$ cat src/rtl/sdram_arb_pkg.sv
// sdram_arb_pkg: shared definitions for the SDRAM port arbiter.
//   - SDRAM command codes seen on the controller bus
//   - arbiter state encoding
//   - owner tag used to steer completions back to the issuing requester
package sdram_arb_pkg;

  localparam logic [1:0] CMD_NOP     = 2'd0;
  localparam logic [1:0] CMD_READ    = 2'd1;
  localparam logic [1:0] CMD_WRITE   = 2'd2;
  localparam logic [1:0] CMD_REFRESH = 2'd3;

  // Outstanding-read counter width; generous enough that a long granted
  // streak of back-to-back reads cannot wrap it.
  localparam int OUT_W = 16;

  typedef enum logic [2:0] {
    ST_INIT,
    ST_IDLE,
    ST_GNT_FR,
    ST_GNT_PR,
    ST_DRAIN
  } arb_state_t;

  typedef enum logic [1:0] {
    OWN_NONE,
    OWN_MI,
    OWN_FR,
    OWN_PR
  } owner_t;

endpackage

$ cat src/rtl/sdram_arb_tracker.sv
// sdram_arb_tracker: bookkeeping of in-flight SDRAM transactions.
//   i_Cmd              command being registered toward the controller this cycle
//   i_Owner            requester that owns i_Cmd
//   i_Data_Read_Valid  read beat from controller
//   i_Data_Write_Done  write completion from controller
//   o_Boundary         nothing in flight and nothing issued this cycle
//   o_Read_Valid       read beat that belongs to a tracked burst
//   o_Write_Done       write completion that matches a pending write
//   o_Owner            owner recorded at the last issue (completion steering)
module sdram_arb_tracker
  import sdram_arb_pkg::*;
#(
  parameter int READ_BURST_LENGTH = 8
) (
  input  logic       i_Clk,
  input  logic       i_Rst_n,
  input  logic [1:0] i_Cmd,
  input  owner_t     i_Owner,
  input  logic       i_Data_Read_Valid,
  input  logic       i_Data_Write_Done,
  output logic       o_Boundary,
  output logic       o_Read_Valid,
  output logic       o_Write_Done,
  output owner_t     o_Owner
);

  logic [OUT_W-1:0] r_count;
  logic             r_wr_pend;
  owner_t           r_owner;

  logic             w_issue;
  logic             w_rd_dec;
  logic [OUT_W-1:0] w_add;

  assign w_issue  = (i_Cmd != CMD_NOP);
  // A beat with nothing outstanding is stray: it neither decrements nor steers.
  assign w_rd_dec = i_Data_Read_Valid && (r_count != '0);
  assign w_add    = (i_Cmd == CMD_READ) ? OUT_W'(READ_BURST_LENGTH) : '0;

  always_ff @(posedge i_Clk or negedge i_Rst_n) begin
    if (!i_Rst_n) begin
      r_count   <= '0;
      r_wr_pend <= 1'b0;
      r_owner   <= OWN_NONE;
    end else begin
      r_count <= r_count + w_add - OUT_W'(w_rd_dec);
      // A new write outranks a same-cycle completion of the previous one.
      if (i_Cmd == CMD_WRITE)     r_wr_pend <= 1'b1;
      else if (i_Data_Write_Done) r_wr_pend <= 1'b0;
      if (w_issue) r_owner <= i_Owner;
    end
  end

  assign o_Boundary   = (r_count == '0) && !r_wr_pend && !w_issue;
  assign o_Read_Valid = w_rd_dec;
  assign o_Write_Done = i_Data_Write_Done && r_wr_pend;
  assign o_Owner      = r_owner;

endmodule

$ cat src/rtl/sdram_arbiter.sv
// sdram_arbiter: shares the single SDRAM controller port between mem-init (MI),
// the frame reader (FR) and the fractal processor (PR).
//   i_Clk / i_Rst_n          memory clock, async active-low reset
//   i_SDRAM_Initialized      mem-init done (sticky once seen)
//   i_MI_*                   mem-init bus, passed through while in INIT
//   i_FR_Request/_Command/_Address        FR bus (reads)
//   i_PR_Request/_Command/_Address/_Write PR bus
//   i_Data_Read_Valid / i_Data_Write_Done completions from the controller
//   o_Command/_Data_Address/_Data_Write   registered bus to the controller
//   o_FR_Grant / o_PR_Grant  one-hot-or-zero grants
//   o_FR_Read_Valid / o_PR_Read_Valid / o_PR_Write_Done  steered completions
// Optional: define SDRAM_ARB_STATS_EN to add saturating wait/switch counters
//   (o_FR_Wait_Cycles, o_PR_Wait_Cycles, o_Switch_Count, CNT_W bits).
module sdram_arbiter
  import sdram_arb_pkg::*;
#(
  parameter int ADDR_W            = 22,
  parameter int DATA_W            = 32,
  parameter int READ_BURST_LENGTH = 8,
  parameter int PR_MIN_HOLD       = 64
`ifdef SDRAM_ARB_STATS_EN
  ,
  parameter int CNT_W             = 16
`endif
) (
  input  logic              i_Clk,
  input  logic              i_Rst_n,
  input  logic              i_SDRAM_Initialized,
  input  logic [1:0]        i_MI_Command,
  input  logic [ADDR_W-1:0] i_MI_Address,
  input  logic [DATA_W-1:0] i_MI_Write,
  input  logic              i_FR_Request,
  input  logic [1:0]        i_FR_Command,
  input  logic [ADDR_W-1:0] i_FR_Address,
  input  logic              i_PR_Request,
  input  logic [1:0]        i_PR_Command,
  input  logic [ADDR_W-1:0] i_PR_Address,
  input  logic [DATA_W-1:0] i_PR_Write,
  input  logic              i_Data_Read_Valid,
  input  logic              i_Data_Write_Done,
  output logic [1:0]        o_Command,
  output logic [ADDR_W-1:0] o_Data_Address,
  output logic [DATA_W-1:0] o_Data_Write,
  output logic              o_FR_Grant,
  output logic              o_PR_Grant,
  output logic              o_FR_Read_Valid,
  output logic              o_PR_Read_Valid,
  output logic              o_PR_Write_Done
`ifdef SDRAM_ARB_STATS_EN
  ,
  output logic [CNT_W-1:0]  o_FR_Wait_Cycles,
  output logic [CNT_W-1:0]  o_PR_Wait_Cycles,
  output logic [CNT_W-1:0]  o_Switch_Count
`endif
);

  localparam int HOLD_W = $clog2(PR_MIN_HOLD + 2);

  arb_state_t        r_state, w_next;
  logic [HOLD_W-1:0] r_hold;
  logic [1:0]        r_cmd;
  logic [ADDR_W-1:0] r_addr;
  logic [DATA_W-1:0] r_data;
  logic              r_fr_grant, r_pr_grant;

  logic [1:0]        w_cmd;
  logic [ADDR_W-1:0] w_addr;
  logic [DATA_W-1:0] w_data;
  owner_t            w_owner, w_tag;
  logic              w_fr_grant_d, w_pr_grant_d;
  logic              w_boundary, w_rd_valid, w_wr_done;

  // State register
  always_ff @(posedge i_Clk or negedge i_Rst_n) begin
    if (!i_Rst_n) r_state <= ST_INIT;
    else          r_state <= w_next;
  end

  // PR hold timer: zero on the first GNT_PR cycle, saturates at the threshold.
  always_ff @(posedge i_Clk or negedge i_Rst_n) begin
    if (!i_Rst_n)                              r_hold <= '0;
    else if (r_state != ST_GNT_PR)             r_hold <= '0;
    else if (r_hold < HOLD_W'(PR_MIN_HOLD))    r_hold <= r_hold + 1'b1;
  end

  // Next state
  always_comb begin
    w_next = r_state;
    case (r_state)
      ST_INIT:   if (i_SDRAM_Initialized) w_next = ST_IDLE;
      ST_IDLE:   if (i_FR_Request)        w_next = ST_GNT_FR;
                 else if (i_PR_Request)   w_next = ST_GNT_PR;
      ST_GNT_FR: if (!i_FR_Request)       w_next = ST_DRAIN;
      ST_GNT_PR: if (!i_PR_Request || (i_FR_Request && r_hold >= HOLD_W'(PR_MIN_HOLD)))
                   w_next = ST_DRAIN;
      ST_DRAIN:  if (w_boundary)          w_next = ST_IDLE;
      default:   w_next = ST_INIT;
    endcase
  end

  // Outputs: bus select follows the grant the requester can see, so a
  // requester that is not visibly granted is always forwarded as NOP.
  always_comb begin
    w_cmd   = CMD_NOP;
    w_addr  = '0;
    w_data  = '0;
    w_owner = OWN_NONE;
    if (r_state == ST_INIT) begin
      w_cmd = i_MI_Command; w_addr = i_MI_Address; w_data = i_MI_Write; w_owner = OWN_MI;
    end else if (r_fr_grant) begin
      w_cmd = i_FR_Command; w_addr = i_FR_Address; w_owner = OWN_FR;
    end else if (r_pr_grant) begin
      w_cmd = i_PR_Command; w_addr = i_PR_Address; w_data = i_PR_Write; w_owner = OWN_PR;
    end
    // Grant rises one cycle after entering GNT_* and drops on the edge into DRAIN.
    w_fr_grant_d = (r_state == ST_GNT_FR) && (w_next == ST_GNT_FR);
    w_pr_grant_d = (r_state == ST_GNT_PR) && (w_next == ST_GNT_PR);
  end

  always_ff @(posedge i_Clk or negedge i_Rst_n) begin
    if (!i_Rst_n) begin
      r_cmd      <= CMD_NOP;
      r_addr     <= '0;
      r_data     <= '0;
      r_fr_grant <= 1'b0;
      r_pr_grant <= 1'b0;
    end else begin
      r_cmd      <= w_cmd;
      r_addr     <= w_addr;
      r_data     <= w_data;
      r_fr_grant <= w_fr_grant_d;
      r_pr_grant <= w_pr_grant_d;
    end
  end

  sdram_arb_tracker #(
    .READ_BURST_LENGTH (READ_BURST_LENGTH)
  ) u_tracker (
    .i_Clk             (i_Clk),
    .i_Rst_n           (i_Rst_n),
    .i_Cmd             (w_cmd),
    .i_Owner           (w_owner),
    .i_Data_Read_Valid (i_Data_Read_Valid),
    .i_Data_Write_Done (i_Data_Write_Done),
    .o_Boundary        (w_boundary),
    .o_Read_Valid      (w_rd_valid),
    .o_Write_Done      (w_wr_done),
    .o_Owner           (w_tag)
  );

  assign o_Command       = r_cmd;
  assign o_Data_Address  = r_addr;
  assign o_Data_Write    = r_data;
  assign o_FR_Grant      = r_fr_grant;
  assign o_PR_Grant      = r_pr_grant;
  // Steer by the issue-time tag, not the current grant, so burst tails
  // still reach the original requester during DRAIN.
  assign o_FR_Read_Valid = w_rd_valid && (w_tag == OWN_FR);
  assign o_PR_Read_Valid = w_rd_valid && (w_tag == OWN_PR);
  assign o_PR_Write_Done = w_wr_done  && (w_tag == OWN_PR);

`ifdef SDRAM_ARB_STATS_EN
  logic [CNT_W-1:0] r_fr_wait, r_pr_wait, r_switch;

  always_ff @(posedge i_Clk or negedge i_Rst_n) begin
    if (!i_Rst_n) begin
      r_fr_wait <= '0;
      r_pr_wait <= '0;
      r_switch  <= '0;
    end else begin
      if (r_state != ST_INIT && i_FR_Request && !r_fr_grant && r_fr_wait != '1)
        r_fr_wait <= r_fr_wait + 1'b1;
      if (r_state != ST_INIT && i_PR_Request && !r_pr_grant && r_pr_wait != '1)
        r_pr_wait <= r_pr_wait + 1'b1;
      if (r_state == ST_IDLE && w_next != ST_IDLE && r_switch != '1)
        r_switch <= r_switch + 1'b1;
    end
  end

  assign o_FR_Wait_Cycles = r_fr_wait;
  assign o_PR_Wait_Cycles = r_pr_wait;
  assign o_Switch_Count   = r_switch;
`endif

endmodule
$ cat config.mk
export PLATFORM = sky130hd
export DESIGN_NAME = sdram_arbiter
export DESIGN_NICKNAME = d
export VERILOG_FILES = /design/src/rtl/sdram_arb_pkg.sv /design/src/rtl/sdram_arb_tracker.sv /design/src/rtl/sdram_arbiter.sv
export SDC_FILE = /design/constraint.sdc
export NUM_CORES = 1
export LEC_CHECK = 0
export CAP_MARGIN = 15
export CORE_UTILIZATION = 42
export CTS_BUF_LIST = sky130_fd_sc_hd__clkbuf_8 sky130_fd_sc_hd__clkbuf_16
export CTS_CLUSTER_SIZE = 8
export DETAILED_ROUTE_END_ITERATION = 6
export PLACE_DENSITY = 0.81
export SKIP_CTS_REPAIR_TIMING = 1
export SLEW_MARGIN = 20
export SYNTH_ARGS = -nofsm -noshare
export SYNTH_HDL_FRONTEND = slang
export SYNTH_SLANG_ARGS = --single-unit
$ cat constraint.sdc
create_clock -name i_Clk -period 3.5 [get_ports i_Clk]
set_clock_uncertainty 0.05 [all_clocks]
set_input_delay 0.35 -clock i_Clk [delete_from_list [all_inputs] [get_ports i_Clk]]
set_output_delay 0.35 -clock i_Clk [all_outputs]
set_load 0.02 [all_outputs]
==> reports/metrics.csv, run 1 <==
stage,metric,value,unit
synth,Mapped Cells,478,
routing,drt pass-1 iters,7,
clock_tree,Root Buffer,clkbuf_8,
run,total of max-cap violations,0,
critical_path,crit end category,register,
synth,Commonest cells post-synth,"87 x dfrtp_1, 80 x nand2_1, 63 x nor2_1",
timing,clock period minus worst slack,3140,ps
placed_design,Final HPWL DP,10000,um
synth,"count leader, synth",dfrtp_1,
cells_and_area,final std cells w/o fill,813,
hold_path,worst hold path type,in2async,
routing,final wirelength,13300,um
pwr,Pleak,3.09,nW
routing,DR iter-0 viols,302,
pwr,power per cell area,925,nW/um2
synth,"EDFF count, synth",0,
cells_and_area,Antenna diodes,0,
global_routing,first-pass GRT wire length,21100,um
cells_and_area,Final Net Count,839,
cells_and_area,Layout area overhead,52.3,%
synth,Yosys Warn Count,0,
routing,DR vias,4229,
synth,"Seq/Total Area, Yosys",0.490,
timing,measured slew at the worst slew-check pin,774,ps
timing,WHS,-23.9,ps
synth,largest area contributor in the netlist,dfrtp_1,
die,Die Y,105,um
timing,RSZ-0062 raised after global routing,no,
timing,Slew headroom,0.484,
critical_path,CP Max Fanout,3,
die,Die X,105,um
synth,net count after synthesis,645,
cells_and_area,share of layout cells above drive strength 1,0.0458,
die,core box area,10300,um2
global_routing,GRT Overall Usage,0.247,
synth,syn_area_per_cell,9.30,um2
routing,drt drc,1,
timing,setup_tns,0,ps
routing,routed len/inst,16.4,um
critical_path,r2r startpoint,u_tracker.r_count[4],
critical_path,Required @ worst endpoint,3670,ps
global_routing,vias in the first global route,4284,
synth,Most used DFF post-synth,dfrtp_1,
synth,share of the synthesized area in the top cell type,0.490,
timing,fmax,319,MHz
die,IO Count,204,
critical_path,CP Class,reg2reg,
synth,top post-synthesis cells by area,"dfrtp_1 49%, nand2_1 6.8%, ha_1 6.5%",
synth,Netlist cell types,50,
placed_design,Inst Count DP,797,
placed_design,GP Congestion,0.881,
clock_tree,# H-tree levels,3,
synth,ys async rst share,1.00,
clock_tree,"Reg clk slew, reported paths",90,ps
global_routing,largest net degree at the start of global routing,88,
timing,"Setup violations, final",0,
die,effective utilization at floorplan,0.433,
routing,DR vias/cell,5.20,
critical_path,Setup crit start kind,register,
pwr,VDD IR-drop max,0.761,mV
clock_tree,clk_lat worst skew,350,ps
critical_path,crit path DAT,3310,ps
global_routing,initial antenna violation count,0,
status,failing checks,"DRC, hold timing",
timing,Fin. Hold Viols,12,
die,DIE AREA,11000,um2
synth,Seq cells post-synth,87,
placed_design,PortBufs,203,
timing,fin crit share,0.896,
routing,DRT antenna net count,0,
status,run status,finished with violations,
synth,post-synthesis cell area,4450,um2
critical_path,Critical Path Start,u_tracker.r_count[4],
die,row count,37,
timing,Final Slew Violations,0,
clock_tree,Longest Clk Path Bufs,2,
clock_tree,TritonCTS sink count,87,
clock_tree,CTS tree,done,
clock_tree,CTS buffer count,9,
global_routing,GR Overflow Total,0,
==> critical path, stage by stage (launching register included) <==
cell	delay (ps)
dfrtp_1	360
inv_1	70
ha_1	200
and4_1	220
nand4_1	130
nand2_1	80
inv_1	70
ha_1	140
inv_1	40
ha_1	210
fa_1	420
a21oi_1	240
nor3_2	90
o21ai_1	180
a21oi_1	110
a2111oi_1	400
==> placed cells by master, fill, tap and decap left out, types with 10 or more instances in the layout <==
master,instances
nand2_1,80
dfrtp_1,87
ha_1,23
a21oi_1,19
inv_1,31
nor2_1,63
nand3_1,35
o21ai_0,10
clkdlybuf4s50_1,202
a221oi_1,22
==> logic make-up (layout without fill, tap and decap cells) <==
family                   Yosys count  after routing  share of synthesized area
AND/OR/NAND/NOR                  212            212                      0.214
flip-flops                        87             87                      0.490
AO/OA/AOI/OAI                     81             81                      0.131
buffers and inverters             57            256                     0.0622
adder cells (fa/ha/maj)           24             24                     0.0692
XOR/XNOR                          14             14                     0.0276
multiplexers                       3              3                    0.00676
==> per-layer routing <==
metal	vias to the layer above	part of all wire	GRT usage
met1	2016	0.39	0.281
met4	0	0.030	0.110
li1	2009	-	-
met3	27	0.068	0.0530
met5	-	0	0
met2	177	0.51	0.443
==> cell type report <==
class                           instances  area (um2)
Clock inverter                          7         100
Inverter                               31         116
Sequential cell                        87        2180
Timing Repair Buffer                  209        2080
Clock buffer                            9         124
Tap cell                              136         170
Fill cell                             830        3510
Multi-Input combinational cell        334        2010
==> registers in the layout, summed over array words and instances, names as in the netlist <==
| name | count |
|---|---|
| r_state | 3 |
| u_tracker.o_Owner | 2 |
| u_tracker.r_wr_pend | 1 |
| o_FR_Grant | 1 |
| o_Command | 2 |
| u_tracker.r_count | 16 |
| o_Data_Address | 22 |
| r_hold | 7 |
| o_Data_Write | 32 |
| o_PR_Grant | 1 |
==> worst paths after layout <==
| path | endpoint | slack [ps] | depth (start not counted) |
|---|---|---|---|
| min in group i_Clk | o_Data_Write[24] | 460 | 3 |
| max in group asynchronous | o_Data_Address[13] | 2880 | 1 |
| setup / recovery | u_tracker.r_count[9] | 360 | 15 |
| setup reg to reg | u_tracker.r_count[9] | 360 | 15 |
| hold / removal | r_hold[3] | -20 | 1 |
| hold reg to reg | u_tracker.o_Owner[1] | 490 | 2 |
==> where the power goes <==
part	leakage, nW	switching [W]	total [W]	internal [W]
clock network	0.115	0.000377	0.000788	0.000411
registers	1.10	0.000202	0.00165	0.00145
logic	1.87	0.00216	0.00382	0.00166
==> metrics by stage <==
step                power, W  utilization  hold slack [ps]  area, um2  setup slack (ps)
detailed placement   0.00548        0.637              475       6540               292
global placement     0.00534        0.637              442       6540               366
floorplan            0.00424            -             4.41       4450               565
CTS                  0.00629        0.659              181       6770               422
global route         0.00676        0.659             59.0       6770               121
finish               0.00626        0.659            -23.9       6770               364
Power figures use the tool's default switching activity.
==> run 2: changes to the inputs <==
--- a/config.mk
+++ b/config.mk
@@ -5,7 +5,7 @@
 export SDC_FILE = /design/constraint.sdc
 export NUM_CORES = 1
 export LEC_CHECK = 0
-export CAP_MARGIN = 15
+export CAP_MARGIN = 20
 export CORE_UTILIZATION = 42
 export CTS_BUF_LIST = sky130_fd_sc_hd__clkbuf_8 sky130_fd_sc_hd__clkbuf_16
 export CTS_CLUSTER_SIZE = 8
==> constraint.sdc (replaced) <==
create_clock -name i_Clk -period 3.5 [get_ports i_Clk]
set_clock_uncertainty 0.05 [all_clocks]
set_input_delay 0.35 -clock i_Clk [delete_from_list [all_inputs] [get_ports i_Clk]]
set_output_delay 0.35 -clock i_Clk [all_outputs]
set_load 0.05 [all_outputs]
==> results of run 2 <==
The final DEF is identical to that of run 1. Status: finished with violations: DRC, hold timing.
Among the figures that moved: total power 0.00626 W -> 0.00691 W; worst IR drop on VDD 0.761 mV -> 0.784 mV
